$ cat src/rtl/kmeans_iter_ctrl_if.sv
// ============================================================================
// Module   : kmeans_iter_ctrl_if
// Purpose  : Bundle of the k-means iteration controller's handshake, sum-RAM
//            readback and centroid/status signals. The master modport is the
//            controller; the slave modport is the datapath/host side.
// Revision : 1.0 - initial release
// ============================================================================
`default_nettype none

interface kmeans_iter_ctrl_if #(
   parameter int data_width    = 8,
   parameter int acc_sum_width = 16,
   parameter int cnt_width     = 9
);
   logic                     start;
   logic                     pass_start;
   logic                     pass_done;
   logic                     bck_rd;
   logic                     bck_rd_addr;
   logic [acc_sum_width-1:0] sum_d0;
   logic [acc_sum_width-1:0] sum_d1;
   logic [cnt_width-1:0]     cnt_k0;
   logic [cnt_width-1:0]     cnt_k1;
   logic [data_width-1:0]    k0_0;
   logic [data_width-1:0]    k0_1;
   logic [data_width-1:0]    k1_0;
   logic [data_width-1:0]    k1_1;
   logic                     up_centroids;
   logic                     busy;
   logic                     done;
   logic                     converged;
   logic [4:0]               iter_count;

   modport master (
      input  start, pass_done, sum_d0, sum_d1, cnt_k0, cnt_k1,
      output pass_start, bck_rd, bck_rd_addr, k0_0, k0_1, k1_0, k1_1,
             up_centroids, busy, done, converged, iter_count
   );

   modport slave (
      output start, pass_done, sum_d0, sum_d1, cnt_k0, cnt_k1,
      input  pass_start, bck_rd, bck_rd_addr, k0_0, k0_1, k1_0, k1_1,
             up_centroids, busy, done, converged, iter_count
   );
endinterface

`default_nettype wire

$ cat src/rtl/kmeans_iter_ctrl.sv
// ============================================================================
// Module   : kmeans_iter_ctrl
// Purpose  : Iteration controller for a 2-cluster, 2-D k-means engine. Runs
//            classification passes, reads back per-cluster sums and counts,
//            divides them with a restoring divider and updates the centroids.
// Option   : KMEANS_CTRL_CONV_EN - early exit when a pass leaves all four
//            centroids unchanged (otherwise every run does max_iter passes).
// Revision : 1.0 - initial release
// ============================================================================
`default_nettype none

module kmeans_iter_ctrl #(
   parameter int data_width    = 8,
   parameter int acc_sum_width = 16,
   parameter int cnt_width     = 9,
   parameter int max_iter      = 16,
   parameter int p_k0_0        = 0,
   parameter int p_k0_1        = 0,
   parameter int p_k1_0        = 1,
   parameter int p_k1_1        = 1
) (
   input  logic               clk,
   input  logic               rst_n,
   kmeans_iter_ctrl_if.master bus
);
   localparam int c_sw = (acc_sum_width > 1) ? $clog2(acc_sum_width) : 1;
   localparam logic [acc_sum_width-1:0] c_qmax = acc_sum_width'((1 << data_width) - 1);

   typedef enum logic [2:0] {
      IDLE, PASS, RD, DIV, NEXT, UPD, CHECK, DONE
   } state_t;

   state_t                   state_q;
   logic                     c_q;
   logic                     pass_start_q, bck_rd_q, bck_rd_addr_q;
   logic                     up_q, busy_q, done_q;
   logic [4:0]               iter_q;
   logic [data_width-1:0]    k00_q, k01_q, k10_q, k11_q;
   logic [data_width-1:0]    n00_q, n01_q, n10_q, n11_q;
   logic [acc_sum_width-1:0] dvd_q, sum1_q;
   logic [cnt_width-1:0]     rem_q, div_q;
   logic [c_sw-1:0]          step_q;
   logic                     phase_q;
`ifdef KMEANS_CTRL_CONV_EN
   logic                     conv_q;
`endif

   // One restoring-division step: shift in the next dividend bit, subtract if it fits.
   logic [cnt_width:0]       rem_sh, rem_sub;
   logic                     q_bit;
   logic [cnt_width-1:0]     rem_d;
   logic [acc_sum_width-1:0] dvd_d;
   logic                     step_last;

   assign rem_sh    = {rem_q, dvd_q[acc_sum_width-1]};
   assign rem_sub   = rem_sh - {1'b0, div_q};
   assign q_bit     = (rem_sh >= {1'b0, div_q});
   assign rem_d     = q_bit ? rem_sub[cnt_width-1:0] : rem_sh[cnt_width-1:0];
   assign dvd_d     = {dvd_q[acc_sum_width-2:0], q_bit};
   assign step_last = (step_q == c_sw'(acc_sum_width - 1));

   // Quotients wider than a coordinate clip to the largest coordinate.
   function automatic logic [data_width-1:0] sat(input logic [acc_sum_width-1:0] q);
      if (q > c_qmax) return '1;
      return q[data_width-1:0];
   endfunction

   // Controller FSM with all outputs registered; reset abandons any partial quotient.
   always_ff @(posedge clk or negedge rst_n) begin
      if (!rst_n) begin
         state_q       <= IDLE;
         c_q           <= 1'b0;
         pass_start_q  <= 1'b0;
         bck_rd_q      <= 1'b0;
         bck_rd_addr_q <= 1'b0;
         up_q          <= 1'b0;
         busy_q        <= 1'b0;
         done_q        <= 1'b0;
         iter_q        <= '0;
         k00_q         <= data_width'(p_k0_0);
         k01_q         <= data_width'(p_k0_1);
         k10_q         <= data_width'(p_k1_0);
         k11_q         <= data_width'(p_k1_1);
         n00_q         <= data_width'(p_k0_0);
         n01_q         <= data_width'(p_k0_1);
         n10_q         <= data_width'(p_k1_0);
         n11_q         <= data_width'(p_k1_1);
         dvd_q         <= '0;
         sum1_q        <= '0;
         rem_q         <= '0;
         div_q         <= '0;
         step_q        <= '0;
         phase_q       <= 1'b0;
`ifdef KMEANS_CTRL_CONV_EN
         conv_q        <= 1'b0;
`endif
      end else begin
         pass_start_q <= 1'b0;
         up_q         <= 1'b0;
         done_q       <= 1'b0;
         case (state_q)
            IDLE: begin
               if (bus.start) begin
                  iter_q       <= '0;
`ifdef KMEANS_CTRL_CONV_EN
                  conv_q       <= 1'b0;
`endif
                  busy_q       <= 1'b1;
                  pass_start_q <= 1'b1;
                  state_q      <= PASS;
               end
            end
            PASS: begin
               if (bus.pass_done) begin
                  c_q           <= 1'b0;
                  bck_rd_q      <= 1'b1;
                  bck_rd_addr_q <= 1'b0;
                  state_q       <= RD;
               end
            end
            RD: begin
               // Stage the old centroid so an empty cluster simply keeps it.
               if (c_q) begin
                  n10_q <= k10_q;
                  n11_q <= k11_q;
               end else begin
                  n00_q <= k00_q;
                  n01_q <= k01_q;
               end
               dvd_q   <= bus.sum_d0;
               sum1_q  <= bus.sum_d1;
               div_q   <= c_q ? bus.cnt_k1 : bus.cnt_k0;
               rem_q   <= '0;
               step_q  <= '0;
               phase_q <= 1'b0;
               state_q <= DIV;
            end
            DIV: begin
               if (div_q == '0) begin
                  bck_rd_q <= 1'b0;
                  state_q  <= NEXT;
               end else begin
                  dvd_q  <= dvd_d;
                  rem_q  <= rem_d;
                  step_q <= step_q + 1'b1;
                  if (step_last) begin
                     if (!phase_q) begin
                        if (c_q) n10_q <= sat(dvd_d);
                        else     n00_q <= sat(dvd_d);
                        dvd_q   <= sum1_q;
                        rem_q   <= '0;
                        step_q  <= '0;
                        phase_q <= 1'b1;
                     end else begin
                        if (c_q) n11_q <= sat(dvd_d);
                        else     n01_q <= sat(dvd_d);
                        bck_rd_q <= 1'b0;
                        state_q  <= NEXT;
                     end
                  end
               end
            end
            NEXT: begin
               if (!c_q) begin
                  c_q           <= 1'b1;
                  bck_rd_q      <= 1'b1;
                  bck_rd_addr_q <= 1'b1;
                  state_q       <= RD;
               end else begin
                  state_q <= UPD;
               end
            end
            UPD: begin
               k00_q <= n00_q;
               k01_q <= n01_q;
               k10_q <= n10_q;
               k11_q <= n11_q;
               up_q  <= 1'b1;
               if (iter_q != 5'd31) iter_q <= iter_q + 5'd1;
`ifdef KMEANS_CTRL_CONV_EN
               conv_q <= (n00_q == k00_q) && (n01_q == k01_q) &&
                         (n10_q == k10_q) && (n11_q == k11_q);
`endif
               state_q <= CHECK;
            end
            CHECK: begin
`ifdef KMEANS_CTRL_CONV_EN
               if (conv_q || (int'(iter_q) == max_iter)) begin
`else
               if (int'(iter_q) == max_iter) begin
`endif
                  done_q  <= 1'b1;
                  state_q <= DONE;
               end else begin
                  pass_start_q <= 1'b1;
                  state_q      <= PASS;
               end
            end
            DONE: begin
               busy_q  <= 1'b0;
               state_q <= IDLE;
            end
            default: state_q <= IDLE;
         endcase
      end
   end

   assign bus.pass_start   = pass_start_q;
   assign bus.bck_rd       = bck_rd_q;
   assign bus.bck_rd_addr  = bck_rd_addr_q;
   assign bus.k0_0         = k00_q;
   assign bus.k0_1         = k01_q;
   assign bus.k1_0         = k10_q;
   assign bus.k1_1         = k11_q;
   assign bus.up_centroids = up_q;
   assign bus.busy         = busy_q;
   assign bus.done         = done_q;
   assign bus.iter_count   = iter_q;
`ifdef KMEANS_CTRL_CONV_EN
   assign bus.converged    = conv_q;
`else
   assign bus.converged    = 1'b0;
`endif

endmodule

`default_nettype wire

$ cat src/flat_wrapper.sv
// flat-port wrapper written by rule: the top's interface ports become plain ports
module kmeans_iter_ctrl_flat 
#(
   parameter int data_width    = 8,
   parameter int acc_sum_width = 16,
   parameter int cnt_width     = 9,
   parameter int max_iter      = 16,
   parameter int p_k0_0        = 0,
   parameter int p_k0_1        = 0,
   parameter int p_k1_0        = 1,
   parameter int p_k1_1        = 1
)
  (clk, rst_n, bus_start, bus_pass_done, bus_sum_d0, bus_sum_d1, bus_cnt_k0, bus_cnt_k1, bus_pass_start, bus_bck_rd, bus_bck_rd_addr, bus_k0_0, bus_k0_1, bus_k1_0, bus_k1_1, bus_up_centroids, bus_busy, bus_done, bus_converged, bus_iter_count);
  kmeans_iter_ctrl_if #(.data_width(data_width), .acc_sum_width(acc_sum_width), .cnt_width(cnt_width)) bus_i ();
  input  logic clk;
  input  logic rst_n;
  input wire logic [$bits(bus_i.start)-1:0] bus_start;
  input wire logic [$bits(bus_i.pass_done)-1:0] bus_pass_done;
  input wire logic [$bits(bus_i.sum_d0)-1:0] bus_sum_d0;
  input wire logic [$bits(bus_i.sum_d1)-1:0] bus_sum_d1;
  input wire logic [$bits(bus_i.cnt_k0)-1:0] bus_cnt_k0;
  input wire logic [$bits(bus_i.cnt_k1)-1:0] bus_cnt_k1;
  output wire logic [$bits(bus_i.pass_start)-1:0] bus_pass_start;
  output wire logic [$bits(bus_i.bck_rd)-1:0] bus_bck_rd;
  output wire logic [$bits(bus_i.bck_rd_addr)-1:0] bus_bck_rd_addr;
  output wire logic [$bits(bus_i.k0_0)-1:0] bus_k0_0;
  output wire logic [$bits(bus_i.k0_1)-1:0] bus_k0_1;
  output wire logic [$bits(bus_i.k1_0)-1:0] bus_k1_0;
  output wire logic [$bits(bus_i.k1_1)-1:0] bus_k1_1;
  output wire logic [$bits(bus_i.up_centroids)-1:0] bus_up_centroids;
  output wire logic [$bits(bus_i.busy)-1:0] bus_busy;
  output wire logic [$bits(bus_i.done)-1:0] bus_done;
  output wire logic [$bits(bus_i.converged)-1:0] bus_converged;
  output wire logic [$bits(bus_i.iter_count)-1:0] bus_iter_count;
  assign bus_i.start = bus_start;
  assign bus_i.pass_done = bus_pass_done;
  assign bus_i.sum_d0 = bus_sum_d0;
  assign bus_i.sum_d1 = bus_sum_d1;
  assign bus_i.cnt_k0 = bus_cnt_k0;
  assign bus_i.cnt_k1 = bus_cnt_k1;
  assign bus_pass_start = bus_i.pass_start;
  assign bus_bck_rd = bus_i.bck_rd;
  assign bus_bck_rd_addr = bus_i.bck_rd_addr;
  assign bus_k0_0 = bus_i.k0_0;
  assign bus_k0_1 = bus_i.k0_1;
  assign bus_k1_0 = bus_i.k1_0;
  assign bus_k1_1 = bus_i.k1_1;
  assign bus_up_centroids = bus_i.up_centroids;
  assign bus_busy = bus_i.busy;
  assign bus_done = bus_i.done;
  assign bus_converged = bus_i.converged;
  assign bus_iter_count = bus_i.iter_count;
  kmeans_iter_ctrl #(.data_width(data_width), .acc_sum_width(acc_sum_width), .cnt_width(cnt_width), .max_iter(max_iter), .p_k0_0(p_k0_0), .p_k0_1(p_k0_1), .p_k1_0(p_k1_0), .p_k1_1(p_k1_1)) u_core (.clk(clk), .rst_n(rst_n), .bus(bus_i));
endmodule
$ cat config.mk
export PLATFORM = sky130hd
export DESIGN_NAME = kmeans_iter_ctrl_flat
export DESIGN_NICKNAME = d
export VERILOG_FILES = /design/src/rtl/kmeans_iter_ctrl_if.sv /design/src/rtl/kmeans_iter_ctrl.sv /design/src/flat_wrapper.sv
export SDC_FILE = /design/constraint.sdc
export NUM_CORES = 1
export LEC_CHECK = 0
export ABC_AREA = 1
export CORE_MARGIN = 2
export CORE_UTILIZATION = 49
export CTS_CLUSTER_DIAMETER = 80
export CTS_CLUSTER_SIZE = 30
export DETAILED_ROUTE_END_ITERATION = 6
export PLACE_DENSITY = 0.88
export SKIP_LAST_GASP = 1
export SYNTH_ARGS = -nofsm -noshare
export SYNTH_HDL_FRONTEND = slang
export SYNTH_SLANG_ARGS = --single-unit
$ cat constraint.sdc
create_clock -name clk -period 2 [get_ports clk]
set_input_delay 0.4 -clock clk [delete_from_list [all_inputs] [get_ports clk]]
set_output_delay 0.4 -clock clk [all_outputs]
set_load 0.02 [all_outputs]
==> results of run 1 <==
==> area by class of cell <==
class / count / area (um2) / share of cell area (%)
flip-flops and latches: 134 / 3360 / 39.2
clock buffers: 19 / 453 / 5.29
well taps: 176 / 220 / 2.57
repair buffers: 119 / 1180 / 13.8
inverters: 102 / 383 / 4.47
multi-input cells: 576 / 2800 / 32.7
clock inverters: 13 / 169 / 1.97
==> through the flow <==
| step | utilization [%] | instances |
|---|---|---|
| after global placement | 59.1 | 1104 |
| final | 64.4 | 1139 |
| after detailed placement | 59.1 | 1104 |
| after global routing | 64.4 | 1139 |
| after floorplan | - | 849 |
| after CTS | 64.0 | 1138 |
==> cells in the final DEF (no fill, tap or decap), drive strengths merged, types with 10 or more instances in the layout <==
master and instances:
o31ai 10, nor2 68, clkbuf 19, buf 23, dfrtp 130, clkdlybuf4s50 94
inv 106, nand3b 11, ha 13, a22oi 15, nand2 273, nand3 24
o21ai 71, a21oi 67
==> flip-flops by register name (all words and copies together) (netlist names), 4 cells and up <==
name,count
u_core.bus.k1_0,8
u_core.bus.k0_1,8
u_core.n10_q,8
u_core.n01_q,8
u_core.rem_q,9
u_core.bus.k0_0,8
u_core.dvd_q,16
u_core.step_q,4
u_core.div_q,9
u_core.bus.iter_count,5
u_core.n11_q,8
u_core.bus.k1_1,8
u_core.sum1_q,16
u_core.n00_q,8
==> critical path, cell delays in order (launching register included) <==
cell,delay [ns]
dfrtp_1,0.42
ha_4,0.16
inv_2,0.04
fa_2,0.41
nand2_2,0.08
nand2_2,0.07
nand3_2,0.11
nand3_2,0.10
nand2_4,0.14
buf_6,0.12
nand3b_1,0.07
nand3_1,0.08
nand2_1,0.05
==> path summary, 6_finish.rpt <==
kind	start	end
max in group asynchronous	rst_n	u_core.n10_q[0]
worst max register to register	u_core.div_q[0]	u_core.rem_q[3]
worst min-delay path	u_core.sum1_q[8]	u_core.sum1_q[8]
worst min register to register	u_core.sum1_q[8]	u_core.sum1_q[8]
worst max-delay path	u_core.div_q[0]	u_core.rem_q[3]
min in group asynchronous	rst_n	u_core.div_q[6]
==> kinds of logic after synthesis <==
logic type / Yosys count / share of synthesized area, %
fa+ha+maj: 14 / 2.73
compound gates: 167 / 13.6
buf+inv: 139 / 8.59
other cells: 1 / 0.0561
simple gates: 390 / 24.2
flops: 134 / 50.2
xor+xnor: 4 / 0.524
==> repair_timing <==
item	in CTS	in global routing
setup endpoints to repair	14	15
gates resized for setup	4	14
hold buffers	1	0
pin swaps	0	6
buffers inserted	1	1
endpoints found under the hold margin	28	0
==> layer usage <==
layer	GRT usage, %	vias up	routed length [um]
met1	31.0	2891	6940
met5	0	-	0
met2	38.9	210	8260
li1	-	2904	-
met4	8.28	0	308
met3	5.14	26	1070
==> power groups by stage <==
stage	logic (W)	registers, W	clock network, W
floorplan	0.00386	0.00486	0
global placement	0.00591	0.00457	0
detailed placement	0.00612	0.00462	0
CTS	0.00624	0.00459	0.00329
global route	0.00713	0.00474	0.00342
finish	0.00637	0.00461	0.00327
==> metrics, run 1 <==
run status finished, final reports clean; yosys warns 0; static leakage 4.28 nW; WL final 16.6 mm; DRT Pass-1 Iters 5; clock skew 0.00895 ns; Overflow after GRT 0; post-synthesis cell type count 35; Post-synth EDFFs 0; Die Width 121 um; DRT iter0 DRCs 484; syn avg cell area 7.87 um2; Cells after Synth 849; routed len/inst 14.6 um; max-slew violations 0; max-cap violations 0; Int Power 0.00838 W; fmax 506 MHz; P&R area growth vs syn 28.2%; htree depth 4; CTS Buf Count 17; clock root buffer clkbuf_16; Final #Nets 1,018; fin crit share 98.8%; core area 0.0133 mm2; Critical Path AT 2.29 ns; final setup fails 0; Rows 42; detailed placement HPWL 11.1 mm; initial antenna violation count 0; area leader, netlist dfrtp_1; Vias per Instance 5.29; remaining antenna violation count after routing 0; Critical Path RT 2.31 ns; share of the synthesized area in the top cell type 48.7%; maximum vdd drop 0.000961 V; drt drc 0; PwrDens 1660 mW/mm2; startpoint types flip-flop; starting density of the core 50.3%; Worst R2R Path Depth 12; Final Cell Area 0.00857 mm2; WHS 0.466 ns; crit end category flip-flop; Net Sw Power 0.00587 W; DP Area 0.00786 mm2; clk sinks 134; count leader, synth nand2_1; Setup WS pre-CTS -0.192 ns; leading post-synthesis cells by cell area dfrtp_1, nand2_1, inv_1; I/O pins 98; Worst-path clk slew 0.06 ns; clock latency on the worst-skew pair 0.43 ns; WHS Path Cells 2; Syn Nets 917; Mapped Area 0.00669 mm2; clk buf depth 2; first-pass GRT wire length 27.2 mm; clock share of power 22.9%; TNS Setup 0 ns; share of total power in combinational logic 44.7%; placer congestion estimate 0.847; synth cell count leaders nand2_1, dfrtp_1, inv_1; FFs w/ async S/R, synth 100%; worst hold path class reg2reg; Total Power 0.0142 W; Yosys reg bits 134; Tmin final 1.98 ns; Fin. Hold Viols 0; Port Buffers 96; Fillers 1,065; sequential cell fraction of total power 32.3%; WS Path Type reg2reg; Die ar. 0.0146 mm2; Relative slew margins 65.4%; gr usage total 23.7%; Final Worst Setup Slack 0.0236 ns; via count 6,031; CTS tree yes; share of layout cells above drive strength 1 9.14%; die height 121 um; reg2reg setup slack 0.02 ns; worst slew pin tran 0.519 ns; Most used DFF post-synth dfrtp_1; crit path max fanout 6; largest net degree at the start of global routing 61; sequential-to-total area share from yosys stat 50.2%; number of global-route vias before repair 5,612; Inserted Diodes 0; switch share 41.2%
(Power assumes the default switching activity.)
==> run 2, diff against run 1 <==
- REMOVE_ABC_BUFFERS: unset -> 1
==> run 2 against run 1 <==
Sequential cell count stayed put; clock power rose by 6%; critical endpoint unchanged; count of clock-buffer cells in the layout is 1 higher; worst setup slack improved by 0.048 ns; die area stayed put; maximum frequency is 2.5% higher; sequential share of layout area shrank 0.56 points; via count is 0.61% higher; non-clock buffer count increased by 10.
==> metrics, run 2 (same netlist as run 1, synthesis figures left out) <==
clock root buffer clkbuf_16 (unchanged); fmax 519 MHz (was 506 MHz); worst hold path class reg2reg (unchanged); PwrDens 1690 mW/mm2 (was 1660 mW/mm2); initial antenna violation count 0 (unchanged); crit end category flip-flop (unchanged); fin crit share 96.4% (was 98.8%); die height 121 um (unchanged); P&R area growth vs syn 30.0% (was 28.2%); Critical Path AT 2.25 ns (was 2.29 ns); drt drc 0 (unchanged); Rows 42 (unchanged); WS Path Type reg2reg (unchanged); CTS tree yes (unchanged); crit path max fanout 5 (was 6); htree depth 4 (unchanged); met1 GRT Util 30.5% (was 31.0%); clk buf depth 2 (unchanged); Port Buffers 96 (unchanged); detailed placement HPWL 11.3 mm (was 11.1 mm); number of global-route vias before repair 5,884 (was 5,612); most common cell after layout, fill and taps aside nand2_1 (unchanged); DRT Pass-1 Iters 6 (was 5); met2 Resource Use GR 40.2% (was 38.9%); final setup fails 0 (unchanged); Fillers 1,040 (was 1,065); startpoint types flip-flop (unchanged); Relative slew margins 60.2% (was 65.4%); Overflow after GRT 0 (unchanged); Worst-path clk slew 0.06 ns (about the same); placer congestion estimate 0.910 (was 0.847); Die ar. 0.0146 mm2 (unchanged); starting density of the core 50.3% (unchanged); maximum vdd drop 0.000847 V (was 0.000961 V); I/O pins 98 (unchanged); Setup WS pre-CTS -0.0284 ns (was -0.192 ns); Final #Nets 1,028 (was 1,018); Die Width 121 um (unchanged); Tmin final 1.93 ns (was 1.98 ns); busiest grt layer met2 (unchanged); routed len/inst 15.0 um (was 14.6 um); met3 Use GR 6.60% (was 5.14%); unrepaired setup endpoints after global routing true; share of layout cells above drive strength 1 9.77% (was 9.14%); WL final 17.2 mm (was 16.6 mm); biggest regs u_core.dvd_q: 16 flops, u_core.sum1_q: 16 flops (unchanged); gr usage total 24.6% (was 23.7%); run status finished, final reports clean (unchanged); worst slew pin tran 0.598 ns (was 0.519 ns); static leakage 4.34 nW (was 4.28 nW); max-slew violations 0 (unchanged); Vias per Instance 5.29 (about the same); TNS Setup 0 ns (unchanged); via count 6,068 (was 6,031); DRT iter0 DRCs 561 (was 484); clock skew 0.00764 ns (was 0.00895 ns); Critical Path RT 2.32 ns (was 2.31 ns); leading cell types in the layout, fill and taps excluded nand2_1, dfrtp_1, inv_1, clkdlybuf4s50_1, a21oi_1 (was nand2_1, dfrtp_1, clkdlybuf4s50_1); first-pass GRT wire length 28.1 mm (was 27.2 mm); largest net degree at the start of global routing 61 (unchanged); clk sinks 134 (unchanged); Fin. Hold Viols 0 (unchanged); CTS Buf Count 17 (unchanged); Inserted Diodes 0 (unchanged); clock latency on the worst-skew pair 0.43 ns (about the same); Final Worst Setup Slack 0.0718 ns (was 0.0236 ns); max-cap violations 0 (unchanged); core area 0.0133 mm2 (unchanged); remaining antenna violation count after routing 0 (unchanged); Total Power 0.0147 W (was 0.0142 W); post-layout util 65.4% (was 64.4%)
==> run 2: area by class of cell <==
class / instances / area, um2 / share of cell area, %
flip-flops and latches: 134 / 3360 / 38.6
multi-input cells: 576 / 2820 / 32.4
repair buffers: 129 / 1270 / 14.6
clock buffers: 20 / 447 / 5.14
inverters: 102 / 383 / 4.40
well taps: 176 / 220 / 2.53
clock inverters: 11 / 199 / 2.29
==> run 2: per-stage QoR <==
stage                     cells  hold WS, ns  cell area [um2]
after floorplan             812        0.104             6490
after global placement     1113        0.444             7940
after detailed placement   1113        0.443             7940
after CTS                  1145        0.473             8600
after global routing       1148        0.489             8690
final                      1148        0.471             8690
==> run 2: what timing repair did <==
action,CTS,global route
endpoints found under the hold margin,7,0
hold buffers,1,0
pin swaps,0,3
buffers inserted,0,3
gates resized for setup,4,17
endpoints found under the setup margin,13,22
==> run 2: path summary, 6_finish.rpt <==
check / slack [ns] / endpoint / from / cells after the start
max in group asynchronous: 0.80 / u_core.n11_q[0] / rst_n / 3
setup reg to reg: 0.07 / u_core.rem_q[3] / u_core.dvd_q[15] / 13
hold / removal: 0.47 / u_core.sum1_q[14] / u_core.sum1_q[14] / 2
setup / recovery: 0.07 / u_core.rem_q[3] / u_core.dvd_q[15] / 13
min in group asynchronous: 0.54 / u_core.rem_q[0] / rst_n / 2
hold reg to reg: 0.47 / u_core.sum1_q[14] / u_core.sum1_q[14] / 2
==> run 2: power by group <==
group	internal, W	switching (W)	total (W)	leakage [nW]
combinational	0.00256	0.00406	0.00661	2.37
clock	0.00224	0.00120	0.00345	0.303
sequential	0.00390	0.000713	0.00461	1.67
==> run 2: per-layer routing <==
metal | share of wire (%) | wire length, um
met5 | 0 | 0
met4 | 3.5 | 610
met3 | 5.7 | 980
met2 | 49 | 8400
met1 | 42 | 7210
==> run 2: critical path, cell delays in order, from the launching register on <==
cell and delay (ns):
dfrtp_1 0.37, inv_2 0.08, ha_4 0.13, inv_2 0.05, fa_2 0.40, nand2_2 0.09
nand2_4 0.07, nand3_4 0.08, nand3_2 0.08, nand2_4 0.12, buf_6 0.13, nand3b_1 0.07
nand3_1 0.08, nand2_1 0.06
==> run 3, diff against run 2 <==
- CELL_PAD_IN_SITES_DETAIL_PLACEMENT: unset -> 0
- CELL_PAD_IN_SITES_GLOBAL_PLACEMENT: unset -> 1
- CORE_UTILIZATION: 49 -> 36
- SLEW_MARGIN: unset -> 20
==> run 3 against run 2 <==
Via count is 5.5% lower; critical path type is now reg2out; cell count is 4.2% higher; clock power is 16% lower; clock skew is 0.0021 ns higher; count of clock-buffer cells in the layout stayed put; largest cell class unchanged.
==> metrics, run 3 (same netlist as run 1, synthesis figures left out) <==
Storage cell area 0.00336 mm2 (unchanged); Final Worst Setup Slack 0.110 ns (was 0.0718 ns); TNS Setup 0 ns (unchanged); I/O pins 98 (unchanged); Setup WS pre-CTS 0.0414 ns (was -0.0284 ns); clk sinks 134 (unchanged); number of global-route vias before repair 5,695 (was 5,884); PwrDens 1610 mW/mm2 (was 1690 mW/mm2); static leakage 4.28 nW (was 4.34 nW); largest net degree at the start of global routing 61 (unchanged); clock skew 0.00971 ns (was 0.00764 ns); run status finished, final reports clean (unchanged); WL final 16.7 mm (was 17.2 mm); first-pass GRT wire length 28.1 mm (about the same); core area 0.0181 mm2 (was 0.0133 mm2); clk buf depth 2 (unchanged); maximum vdd drop 0.000716 V (was 0.000847 V); die height 140 um (was 121 um); Die ar. 0.0197 mm2 (was 0.0146 mm2); family with the most delay on the worst path buffers and inverters (was simple AND/OR/NAND/NOR gates); initial antenna violation count 0 (unchanged); remaining antenna violation count after routing 0 (unchanged); htree depth 4 (unchanged); crit path max fanout 5 (unchanged); Finished Layout Cells 1,196 (was 1,148); max-cap violations 0 (unchanged); CP Cell Sequence clkdlybuf4s50_1 (was inv_2 -> ha_4 -> inv_2 -> fa_2 -> nand2_2 -> nand2_4 -> nand3_4 -> nand3_2 -> nand2_4 -> buf_6 -> nand3b_1 -> nand3_1 -> nand2_1); Relative slew margins 55.6% (was 60.2%); Port Buffers 96 (unchanged); DRT iter0 DRCs 353 (was 561); multi-input logic area 0.00277 mm2 (was 0.00282 mm2); drt drc 0 (unchanged); Inserted Diodes 0 (unchanged); crit end category output port (was flip-flop); share of layout cells above drive strength 1 8.79% (was 9.77%); worst slew pin tran 0.666 ns (was 0.598 ns); Rows 49 (was 42); clock root buffer clkbuf_16 (unchanged); Critical Path AT 1.49 ns (was 2.25 ns); WS Path Type reg2out (was reg2reg); via count 5,735 (was 6,068); unrepaired setup endpoints after global routing false (was true); CP max stage cell clkdlybuf4s50_1 (was fa_2); P&R area growth vs syn 28.6% (was 30.0%); routed len/inst 14.0 um (was 15.0 um); Overflow after GRT 0 (unchanged); Fillers 1,709 (was 1,040); WHS 0.468 ns (was 0.471 ns); leading cell types in the layout, fill and taps excluded nand2_1, dfrtp_1, inv_1 (was nand2_1, dfrtp_1, inv_1, clkdlybuf4s50_1, a21oi_1); Fin. Hold Viols 0 (unchanged); slowest stage delay, CP 0.64 ns (was 0.40 ns); post-layout util 47.5% (was 65.4%); clock latency on the worst-skew pair 0.42 ns (was 0.43 ns); starting density of the core 37.0% (was 50.3%); most common cell after layout, fill and taps aside nand2_1 (unchanged); placer congestion estimate 0.822 (was 0.910); Post CTS Setup Buffer Count 0 (unchanged); startpoint types flip-flop (unchanged); max-slew violations 0 (unchanged); fin crit share 94.5% (was 96.4%); fmax 529 MHz (was 519 MHz); worst hold path class reg2reg (unchanged); gr usage total 17.9% (was 24.6%); CTS tree yes (unchanged); critical path buffer and inverter count 1 (was 3); biggest regs u_core.dvd_q: 16 flops, u_core.sum1_q: 16 flops (unchanged); Die Width 140 um (was 121 um); Vias per Instance 4.80 (was 5.29); detailed placement HPWL 11.4 mm (was 11.3 mm); DRT Pass-1 Iters 5 (was 6); final setup fails 0 (unchanged); Final #Nets 1,023 (was 1,028); CTS Buf Count 17 (unchanged); Tmin final 1.89 ns (was 1.93 ns); Critical Path RT 1.60 ns (was 2.32 ns); Cells after DPL 1,164 (was 1,113); Worst-path clk slew 0.06 ns (about the same)
[run 3: changes by cell type in the layout (fill, tap and decap cells not counted), moves of 3 or more]
cell / previous run / this run
clkinvlp_4: 3 / 0
nand2_4: 4 / 1
buf_4: 27 / 21
clkinv_2: 0 / 4
bufinv_16: 5 / 1
clkinv_4: 2 / 5
[run 3: cell type report]
| cell class | count | share of cell area [%] |
|---|---|---|
| Timing Repair Buffer | 124 | 14.5 |
| Tap cell | 229 | 3.33 |
| Multi-Input combinational cell | 576 | 32.2 |
| Clock buffer | 20 | 5.20 |
| Clock inverter | 11 | 1.19 |
| Sequential cell | 134 | 39.1 |
| Inverter | 102 | 4.45 |
[run 3: path summary, 6_finish.rpt]
path | cells past startpoint | endpoint | start | slack [ns]
worst max-delay path | 1 | bus_iter_count[1] | u_core.bus.iter_count[1] | 0.11
worst min-delay path | 2 | u_core.sum1_q[5] | u_core.sum1_q[5] | 0.47
worst max register to register | 13 | u_core.n01_q[0] | u_core.dvd_q[15] | 0.12
worst min register to register | 2 | u_core.sum1_q[5] | u_core.sum1_q[5] | 0.47
max in group asynchronous | 3 | u_core.bus.k1_0[0] | rst_n | 0.89
min in group asynchronous | 2 | u_core.dvd_q[7] | rst_n | 0.48
[run 3: timing repair]
action                                  4_1_cts  5_1_grt
gates cloned                                  0        0
hold buffers                                  1        0
resized for setup                             3        5
pin swaps                                     0        0
hold endpoints to repair                     38        0
endpoints found under the setup margin        3       14
[run 3: routing by layer]
layer | wire length, um | global-route usage [%] | vias up | part of all wire (%)
li1 | - | - | 2915 | -
met1 | 7670 | 23.9 | 2669 | 46
met2 | 7980 | 28.6 | 124 | 48
met3 | 721 | 4.03 | 27 | 4.3
met4 | 327 | 6.54 | 0 | 2.0
met5 | 0 | 0 | - | 0
[run 3: stage by stage]
step           total power (W)  area, um2
6_report                0.0138       8590
4_1_cts                 0.0140       8580
3_5_place_dp            0.0110       8020
2_1_floorplan          0.00848       6490
3_3_place_gp            0.0108       8020
5_1_grt                 0.0151       8590
[run 3: power breakdown]
| group | internal [W] | switching (W) | total, W |
|---|---|---|---|
| clock network | 0.00174 | 0.00118 | 0.00291 |
| logic | 0.00251 | 0.00386 | 0.00638 |
| registers | 0.00390 | 0.000665 | 0.00456 |
[run 3: worst min-delay path: cells and delay by family (launching register included)]
family           cells  cell delay, ns
flip-flops           1            0.34
AND/OR/NAND/NOR      2            0.10
